--- src/rtl/alu_ctrl_decode_pkg.sv ---
// Shared definitions for the ID-stage ALU control decoder: opcode map,
// sub-op and B-select encodings, and the packed ID/EX control bundle.
package alu_ctrl_decode_pkg;

  localparam int CTRL_DW = 16;
  localparam int CTRL_RW = 3;

  localparam logic [4:0] OP_HALT    = 5'b00000;
  localparam logic [4:0] OP_NOP     = 5'b00001;
  localparam logic [4:0] OP_SIIC    = 5'b00010;
  localparam logic [4:0] OP_RTI     = 5'b00011;
  localparam logic [4:0] OP_J       = 5'b00100;
  localparam logic [4:0] OP_JR      = 5'b00101;
  localparam logic [4:0] OP_JAL     = 5'b00110;
  localparam logic [4:0] OP_JALR    = 5'b00111;
  localparam logic [4:0] OP_ADDI    = 5'b01000;
  localparam logic [4:0] OP_SUBI    = 5'b01001;
  localparam logic [4:0] OP_XORI    = 5'b01010;
  localparam logic [4:0] OP_ANDNI   = 5'b01011;
  localparam logic [4:0] OP_BEQZ    = 5'b01100;
  localparam logic [4:0] OP_BNEZ    = 5'b01101;
  localparam logic [4:0] OP_BLTZ    = 5'b01110;
  localparam logic [4:0] OP_BGEZ    = 5'b01111;
  localparam logic [4:0] OP_ST      = 5'b10000;
  localparam logic [4:0] OP_LD      = 5'b10001;
  localparam logic [4:0] OP_SLBI    = 5'b10010;
  localparam logic [4:0] OP_STU     = 5'b10011;
  localparam logic [4:0] OP_ROLI    = 5'b10100;
  localparam logic [4:0] OP_SLLI    = 5'b10101;
  localparam logic [4:0] OP_RORI    = 5'b10110;
  localparam logic [4:0] OP_SRLI    = 5'b10111;
  localparam logic [4:0] OP_LBI     = 5'b11000;
  localparam logic [4:0] OP_BTR     = 5'b11001;
  localparam logic [4:0] OP_SHIFT_R = 5'b11010;
  localparam logic [4:0] OP_ARITH_R = 5'b11011;
  localparam logic [4:0] OP_SEQ     = 5'b11100;
  localparam logic [4:0] OP_SLT     = 5'b11101;
  localparam logic [4:0] OP_SLE     = 5'b11110;
  localparam logic [4:0] OP_SCO     = 5'b11111;

  localparam logic [1:0] SUB_ADD  = 2'b00;
  localparam logic [1:0] SUB_SUB  = 2'b01;
  localparam logic [1:0] SUB_XOR  = 2'b10;
  localparam logic [1:0] SUB_ANDN = 2'b11;

  localparam logic [1:0] BSEL_RT   = 2'b00;
  localparam logic [1:0] BSEL_IMM  = 2'b01;
  localparam logic [1:0] BSEL_ZERO = 2'b10;

  typedef struct packed {
    logic [4:0]         alu_op;
    logic [1:0]         sub_op;
    logic               inv_a;
    logic               inv_b;
    logic               cin;
    logic [1:0]         b_sel;
    logic [CTRL_DW-1:0] imm;
    logic [CTRL_RW-1:0] rs;
    logic [CTRL_RW-1:0] rt;
    logic               wr_en;
    logic [CTRL_RW-1:0] wr_reg;
  } ctrl_t;

  localparam ctrl_t CTRL_RESET = '{alu_op: OP_NOP, default: '0};

  function automatic logic [CTRL_DW-1:0] sext5(input logic [4:0] v);
    return {{(CTRL_DW-5){v[4]}}, v};
  endfunction

  function automatic logic [CTRL_DW-1:0] sext8(input logic [7:0] v);
    return {{(CTRL_DW-8){v[7]}}, v};
  endfunction

  function automatic logic [CTRL_DW-1:0] sext11(input logic [10:0] v);
    return {{(CTRL_DW-11){v[10]}}, v};
  endfunction

endpackage

--- src/rtl/alu_ctrl_decode_instr_field_decode.sv ---
// Purely combinational instruction -> ALU control bundle decoder.
module instr_field_decode
  import alu_ctrl_decode_pkg::*;
#(
  parameter logic [CTRL_RW-1:0] LINK_REG = 3'd7
) (
  input  logic [CTRL_DW-1:0] instr,
  output ctrl_t              ctrl
);

  logic [4:0] op;
  assign op = instr[15:11];

  always_comb begin
    ctrl        = '0;
    ctrl.alu_op = op;
    ctrl.rs     = instr[10:8];
    ctrl.rt     = instr[7:5];
    ctrl.b_sel  = BSEL_IMM;
    ctrl.wr_en  = 1'b1;
    if (op == OP_SHIFT_R || op == OP_ARITH_R)
      ctrl.sub_op = instr[1:0];

    unique case (op)
      OP_HALT, OP_NOP, OP_SIIC, OP_RTI: ctrl.wr_en = 1'b0;
      OP_J: begin
        ctrl.imm   = sext11(instr[10:0]);
        ctrl.wr_en = 1'b0;
      end
      OP_JR: begin
        ctrl.imm   = sext8(instr[7:0]);
        ctrl.wr_en = 1'b0;
      end
      OP_JAL: begin
        ctrl.imm    = sext11(instr[10:0]);
        ctrl.wr_reg = LINK_REG;
      end
      OP_JALR: begin
        ctrl.imm    = sext8(instr[7:0]);
        ctrl.wr_reg = LINK_REG;
      end
      OP_ADDI, OP_LD: begin
        ctrl.imm    = sext5(instr[4:0]);
        ctrl.wr_reg = instr[7:5];
      end
      // Subtract is computed as ~A + B + 1 in the shared adder.
      OP_SUBI: begin
        ctrl.imm    = sext5(instr[4:0]);
        ctrl.wr_reg = instr[7:5];
        ctrl.inv_a  = 1'b1;
        ctrl.cin    = 1'b1;
      end
      OP_XORI, OP_ROLI, OP_SLLI, OP_RORI, OP_SRLI: begin
        ctrl.imm    = {{(CTRL_DW-5){1'b0}}, instr[4:0]};
        ctrl.wr_reg = instr[7:5];
      end
      OP_ANDNI: begin
        ctrl.imm    = {{(CTRL_DW-5){1'b0}}, instr[4:0]};
        ctrl.wr_reg = instr[7:5];
        ctrl.inv_b  = 1'b1;
      end
      OP_BEQZ, OP_BNEZ, OP_BLTZ, OP_BGEZ: begin
        ctrl.imm   = sext8(instr[7:0]);
        ctrl.b_sel = BSEL_ZERO;
        ctrl.wr_en = 1'b0;
      end
      OP_ST: begin
        ctrl.imm   = sext5(instr[4:0]);
        ctrl.wr_en = 1'b0;
      end
      OP_STU: begin
        ctrl.imm    = sext5(instr[4:0]);
        ctrl.wr_reg = instr[10:8];
      end
      OP_SLBI: begin
        ctrl.imm    = {{(CTRL_DW-8){1'b0}}, instr[7:0]};
        ctrl.wr_reg = instr[10:8];
      end
      OP_LBI: begin
        ctrl.imm    = sext8(instr[7:0]);
        ctrl.wr_reg = instr[10:8];
      end
      OP_BTR: begin
        ctrl.b_sel  = BSEL_ZERO;
        ctrl.wr_reg = instr[4:2];
      end
      OP_SHIFT_R, OP_SCO: begin
        ctrl.b_sel  = BSEL_RT;
        ctrl.wr_reg = instr[4:2];
      end
      OP_ARITH_R: begin
        ctrl.b_sel  = BSEL_RT;
        ctrl.wr_reg = instr[4:2];
        ctrl.inv_a  = (instr[1:0] == SUB_SUB);
        ctrl.cin    = (instr[1:0] == SUB_SUB);
        ctrl.inv_b  = (instr[1:0] == SUB_ANDN);
      end
      // Compares evaluate A - B as A + ~B + 1.
      OP_SEQ, OP_SLT, OP_SLE: begin
        ctrl.b_sel  = BSEL_RT;
        ctrl.wr_reg = instr[4:2];
        ctrl.inv_b  = 1'b1;
        ctrl.cin    = 1'b1;
      end
      default: ;
    endcase
  end

endmodule

--- src/rtl/alu_ctrl_decode.sv ---
// ID/EX pipeline register around the ALU control decoder, with a
// valid/ready handshake, flush squashing and a sticky HALT state.
module alu_ctrl_decode
  import alu_ctrl_decode_pkg::*;
#(
  parameter int DW       = 16,
  parameter int RW       = 3,
  parameter int LINK_REG = 7
) (
  input  logic          clk,
  input  logic          rst,
  input  logic          in_valid,
  output logic          in_ready,
  input  logic [DW-1:0] instr,
  input  logic          flush,
  output logic          out_valid,
  input  logic          out_ready,
  output logic [4:0]    alu_op,
  output logic [1:0]    sub_op,
  output logic          inv_a,
  output logic          inv_b,
  output logic          cin,
  output logic [1:0]    b_sel,
  output logic [DW-1:0] imm,
  output logic [RW-1:0] rs,
  output logic [RW-1:0] rt,
  output logic          wr_en,
  output logic [RW-1:0] wr_reg,
  output logic          exc,
  output logic          halted
);

  ctrl_t dec;
  ctrl_t ctrl_q;
  logic  accept;
  logic  is_halt;
  logic  is_siic;

  instr_field_decode #(
    .LINK_REG(3'(LINK_REG))
  ) u_decode (
    .instr(instr),
    .ctrl (dec)
  );

  assign in_ready = ~halted & (~out_valid | out_ready);
  assign accept   = in_valid & in_ready;
  assign is_halt  = (instr[15:11] == OP_HALT);
  assign is_siic  = (instr[15:11] == OP_SIIC);

  // Flush beats accept and stall; a squashed or drained slot also drops
  // wr_en so a bubble never looks like a writeback.
  always_ff @(posedge clk) begin
    if (rst) begin
      out_valid <= 1'b0;
      halted    <= 1'b0;
      exc       <= 1'b0;
      ctrl_q    <= CTRL_RESET;
    end else begin
      exc <= accept & ~flush & is_siic;
      if (flush) begin
        out_valid    <= 1'b0;
        ctrl_q.wr_en <= 1'b0;
      end else if (accept) begin
        out_valid <= 1'b1;
        ctrl_q    <= dec;
        if (is_halt)
          halted <= 1'b1;
      end else if (out_ready) begin
        out_valid    <= 1'b0;
        ctrl_q.wr_en <= 1'b0;
      end
    end
  end

  assign alu_op = ctrl_q.alu_op;
  assign sub_op = ctrl_q.sub_op;
  assign inv_a  = ctrl_q.inv_a;
  assign inv_b  = ctrl_q.inv_b;
  assign cin    = ctrl_q.cin;
  assign b_sel  = ctrl_q.b_sel;
  assign imm    = ctrl_q.imm;
  assign rs     = ctrl_q.rs;
  assign rt     = ctrl_q.rt;
  assign wr_en  = ctrl_q.wr_en;
  assign wr_reg = ctrl_q.wr_reg;

endmodule

--- config.mk ---
export PLATFORM = sky130hd
export DESIGN_NAME = alu_ctrl_decode
export DESIGN_NICKNAME = d
export VERILOG_FILES = /design/src/rtl/alu_ctrl_decode_pkg.sv /design/src/rtl/alu_ctrl_decode_instr_field_decode.sv /design/src/rtl/alu_ctrl_decode.sv
export SDC_FILE = /design/constraint.sdc
export NUM_CORES = 1
export LEC_CHECK = 0
export ABC_AREA = 1
export CAP_MARGIN = 5
export CORE_UTILIZATION = 30
export CTS_CLUSTER_DIAMETER = 200
export DETAILED_ROUTE_END_ITERATION = 7
export HOLD_SLACK_MARGIN = 0.06
export PLACE_DENSITY = 0.63
export SETUP_SLACK_MARGIN = 0.3
export SLEW_MARGIN = 20
export SYNTH_ARGS = -nofsm -noshare
export SYNTH_HDL_FRONTEND = slang
export SYNTH_SLANG_ARGS = --single-unit
--- constraint.sdc ---
create_clock -name clk -period 1.25 [get_ports clk]
set_input_delay 0.1875 -clock clk [delete_from_list [all_inputs] [get_ports clk]]
set_output_delay 0.1875 -clock clk [all_outputs]
set_load 0.05 [all_outputs]
==> metrics.md <==
| Metric | Value |
|---|---|
| First-pass DRT Iterations | `4` |
| Pre-CTS setup slack | `-539 ps` |
| H-tree Lvls | `2` |
| Final Cell Area | `a little over 4000 µm²` |
| TritonCTS clock tree | `built` |
| Status | `finished, violations left` |
| Clk slew on worst S/H paths | `roughly 80 ps` |
| Remaining Overflow, GRT | `0` |
| Hold_buf cts | `0` |
| Startpoint Class | `flop` |
| Synthesized flop and latch total | `36` |
| CTS buffer count | `5` |
| Cells on Worst Hold Path | `4` |
| Most frequent cells in the layout | `buf_4 (52), nand2_1 (47), buf_12 (46), dfxtp_2 (21), nor2_1 (19)` |
| Worst setup margin | `-162 ps` |
| Ant diodes | `0` |
| Die area | `5930 µm²` |
| Post-layout net count | `395` |
| Horiz. Die Dim | `77.0 µm` |
| Synth Warn # | `0` |
| Worst Setup EP | `rt[2]` |
| Reg2reg end | `rt[2]` |
| Area leader, netlist | `dfxtp_1` |
| Largest net degree at the start of global routing | `22` |
| CP endpoint kind | `flop` |
| Max FFs per register | `11` |
| Violated checks | `negative setup slack` |
| R2r startpoint | `out_valid` |
| Cells after Synth | `248` |
| Final ANT Viol Nets | `0` |
| Root Buffer | `clkbuf_8` |
| Relative slew margins | `82.3%` |
| Crit Path Max Fanout | `8` |
| Antenna violations before repair | `0` |
| GP Congestion | `0.929` |
| Chip height | `77.0 µm` |
| CP arrival | `between 1500 and 2000 ps` |
| Later-pin clock latency in the skew report | `300 ps` |
| Total Wirelength | `7610 µm` |
| Unrepaired setup endpoints after global routing | `true` |
| Cell Area, Placed | `3060 µm²` |
| Final min period | `~1400 ps` |
| PortBufs | `62` |
| Reg2Reg Setup Slack | `-160 ps` |
| Initial Util | `32.1%` |
| Req. time, crit path | `1440 ps` |
| Number of top-level pins | `63` |
| Core Region | `5270 µm²` |
| First-pass GRT wire length | `roughly 11000 µm` |
| Final Hold Fails | `0` |
| Max Root-Sink Buffers | `2` |
| DR vias/cell | `a little over 5` |
| Static Leak | `1.73 nW` |
| Area occupied by multi-input gates | `around 1200 µm²` |
| WL per Instance | `17.1 µm` |
| DRC violations left | `0` |
| Syn_nets | `269` |
| Post-Syn Area | `1690 µm²` |
| WS Path Type | `flop to flop` |
| Area Growth Syn to Fin | `140%` |
| Clock Sinks | `36` |
| Distinct cells, synth | `23` |
| Global-route usage over all layers | `23.5%` |
| Most common cell after layout, fill and taps aside | `buf_4` |
| Hold slack | `346 ps` |
| Vias | `2310` |
| Slew @ Worst Pin | `approximately 260 ps` |
| P per Cell Area | `889 nW/µm²` |
| Seq/Total Area, Yosys | `42.7%` |
| Count of final setup violators | `36` |
| Max-slew violations | `0` |
| Peak VDD IR | `roughly 0.00063 V` |
| Layout Cells excl Fill | `445` |
| Top cells by area, synth | `dfxtp_1 (43%), nand2_1 (15%), nor2_1 (7.3%), a21oi_1 (7.1%), nand3_1 (5.6%)` |
| Final worst-path cycle share | `113%` |
| Max Cap Viol | `0` |
| Share of cells above drive strength 1 | `roughly 63%` |
| Clock skew | `around 7.1 ps` |
| Hold Crit Class | `primary input to flop` |
| Syn_area_per_cell | `6.81 µm²` |
| Post-DP HPWL | `4020 µm` |
| Synth top area share | `42.7%` |
| FF/Latch Area | `roughly 800 µm²` |
| First DRT Iteration DRCs | `161` |
| Crit. Startpoint | `out_valid` |
| Dpl cells | `roughly 400` |
| Vias in the first global route | `2194` |
| Num rows | `26` |
| Worst r2r path cells | `10` |
| # fillers | `302` |
| Fmax | `708 MHz` |
[worst min path at each step]
stage                      endpoint  slack, ps       from
after global routing      alu_op[2]        370  instr[13]
after detailed placement     imm[0]        490     imm[0]
after floorplan               rs[0]        320   instr[8]
after global placement       imm[0]        480     imm[0]
after CTS                     wr_en        340  out_ready
final                         wr_en        350  out_ready
[Yosys cell counts]
cell / instances
buf_2: 4
buf_4: 6
nand3_1: 19
nor2_4: 1
nand2_1: 66
o21a_1: 1
a31oi_1: 3
buf_1: 1
a21oi_1: 24
nor2_1: 33
clkbuf_1: 4
a21boi_1: 1
inv_2: 3
nand2_2: 2
nand4_1: 7
o211ai_1: 2
nor3_1: 2
nand3_2: 2
o21ai_1: 2
dfxtp_1: 36
o21ai_0: 15
inv_1: 13
nor2_2: 1
[repair_timing]
item	4_1_cts	5_1_grt
setup endpoints to repair	78	78
pin swaps	14	14
gates resized for setup	107	81
buffers inserted	17	15
gates cloned	4	2
[per-stage QoR]
step	setup TNS (ps)	utilization, %	power [mW]
finish	-4610	76.9	3.61
global route	-6930	76.9	3.70
CTS	-1250	68.3	3.44
detailed placement	-15280	58.0	2.17
global placement	-14420	58.0	2.16
floorplan	-10530	-	1.68
[kinds of logic (layout without fill, tap and decap cells)]
kind of cell / after synthesis / count (layout) / synth area share (%)
AOI/OAI and AO/OA: 48 / 48 / 15.0
buffers and inverters: 31 / 158 / 8.52
DFF: 36 / 36 / 42.7
and+or+nand+nor: 133 / 133 / 33.8
[worst max-delay path, cell delays in order, from the launching register on]
cell,delay [ps]
dfxtp_4,360
inv_4,50
nor2_4,30
nor2_4,100
nand2_4,60
nor2_4,160
buf_6,150
clkinv_8,80
buf_12,160
nor2_4,80
nor2_1,50
[final cells by class]
type	count	share of cell area (%)
Sequential cell	36	19.8
Inverter	16	1.97
Timing Repair Buffer	134	43.4
Clock buffer	7	2.38
Multi-Input combinational cell	181	29.5
Clock inverter	1	0.741
Tap cell	70	2.16
[metal layers]
layer,wire length [µm],up-vias,global-route usage (%)
met3,500,23,5.48
met5,0,-,0
met4,236,0,10.9
met2,3880,105,40.8
met1,2990,1110,27.3
li1,-,1072,-
[power breakdown]
group / total, mW / leakage, nW / switching (mW) / internal [mW]
clock: 1.16 / 0.0645 / 0.454 / 0.704
sequential: 1.25 / 0.313 / 0.0636 / 1.19
combinational: 1.20 / 1.36 / 0.622 / 0.575
total: 3.61 / 1.73 / 1.14 / 2.47
(Power assumes the default switching activity.)
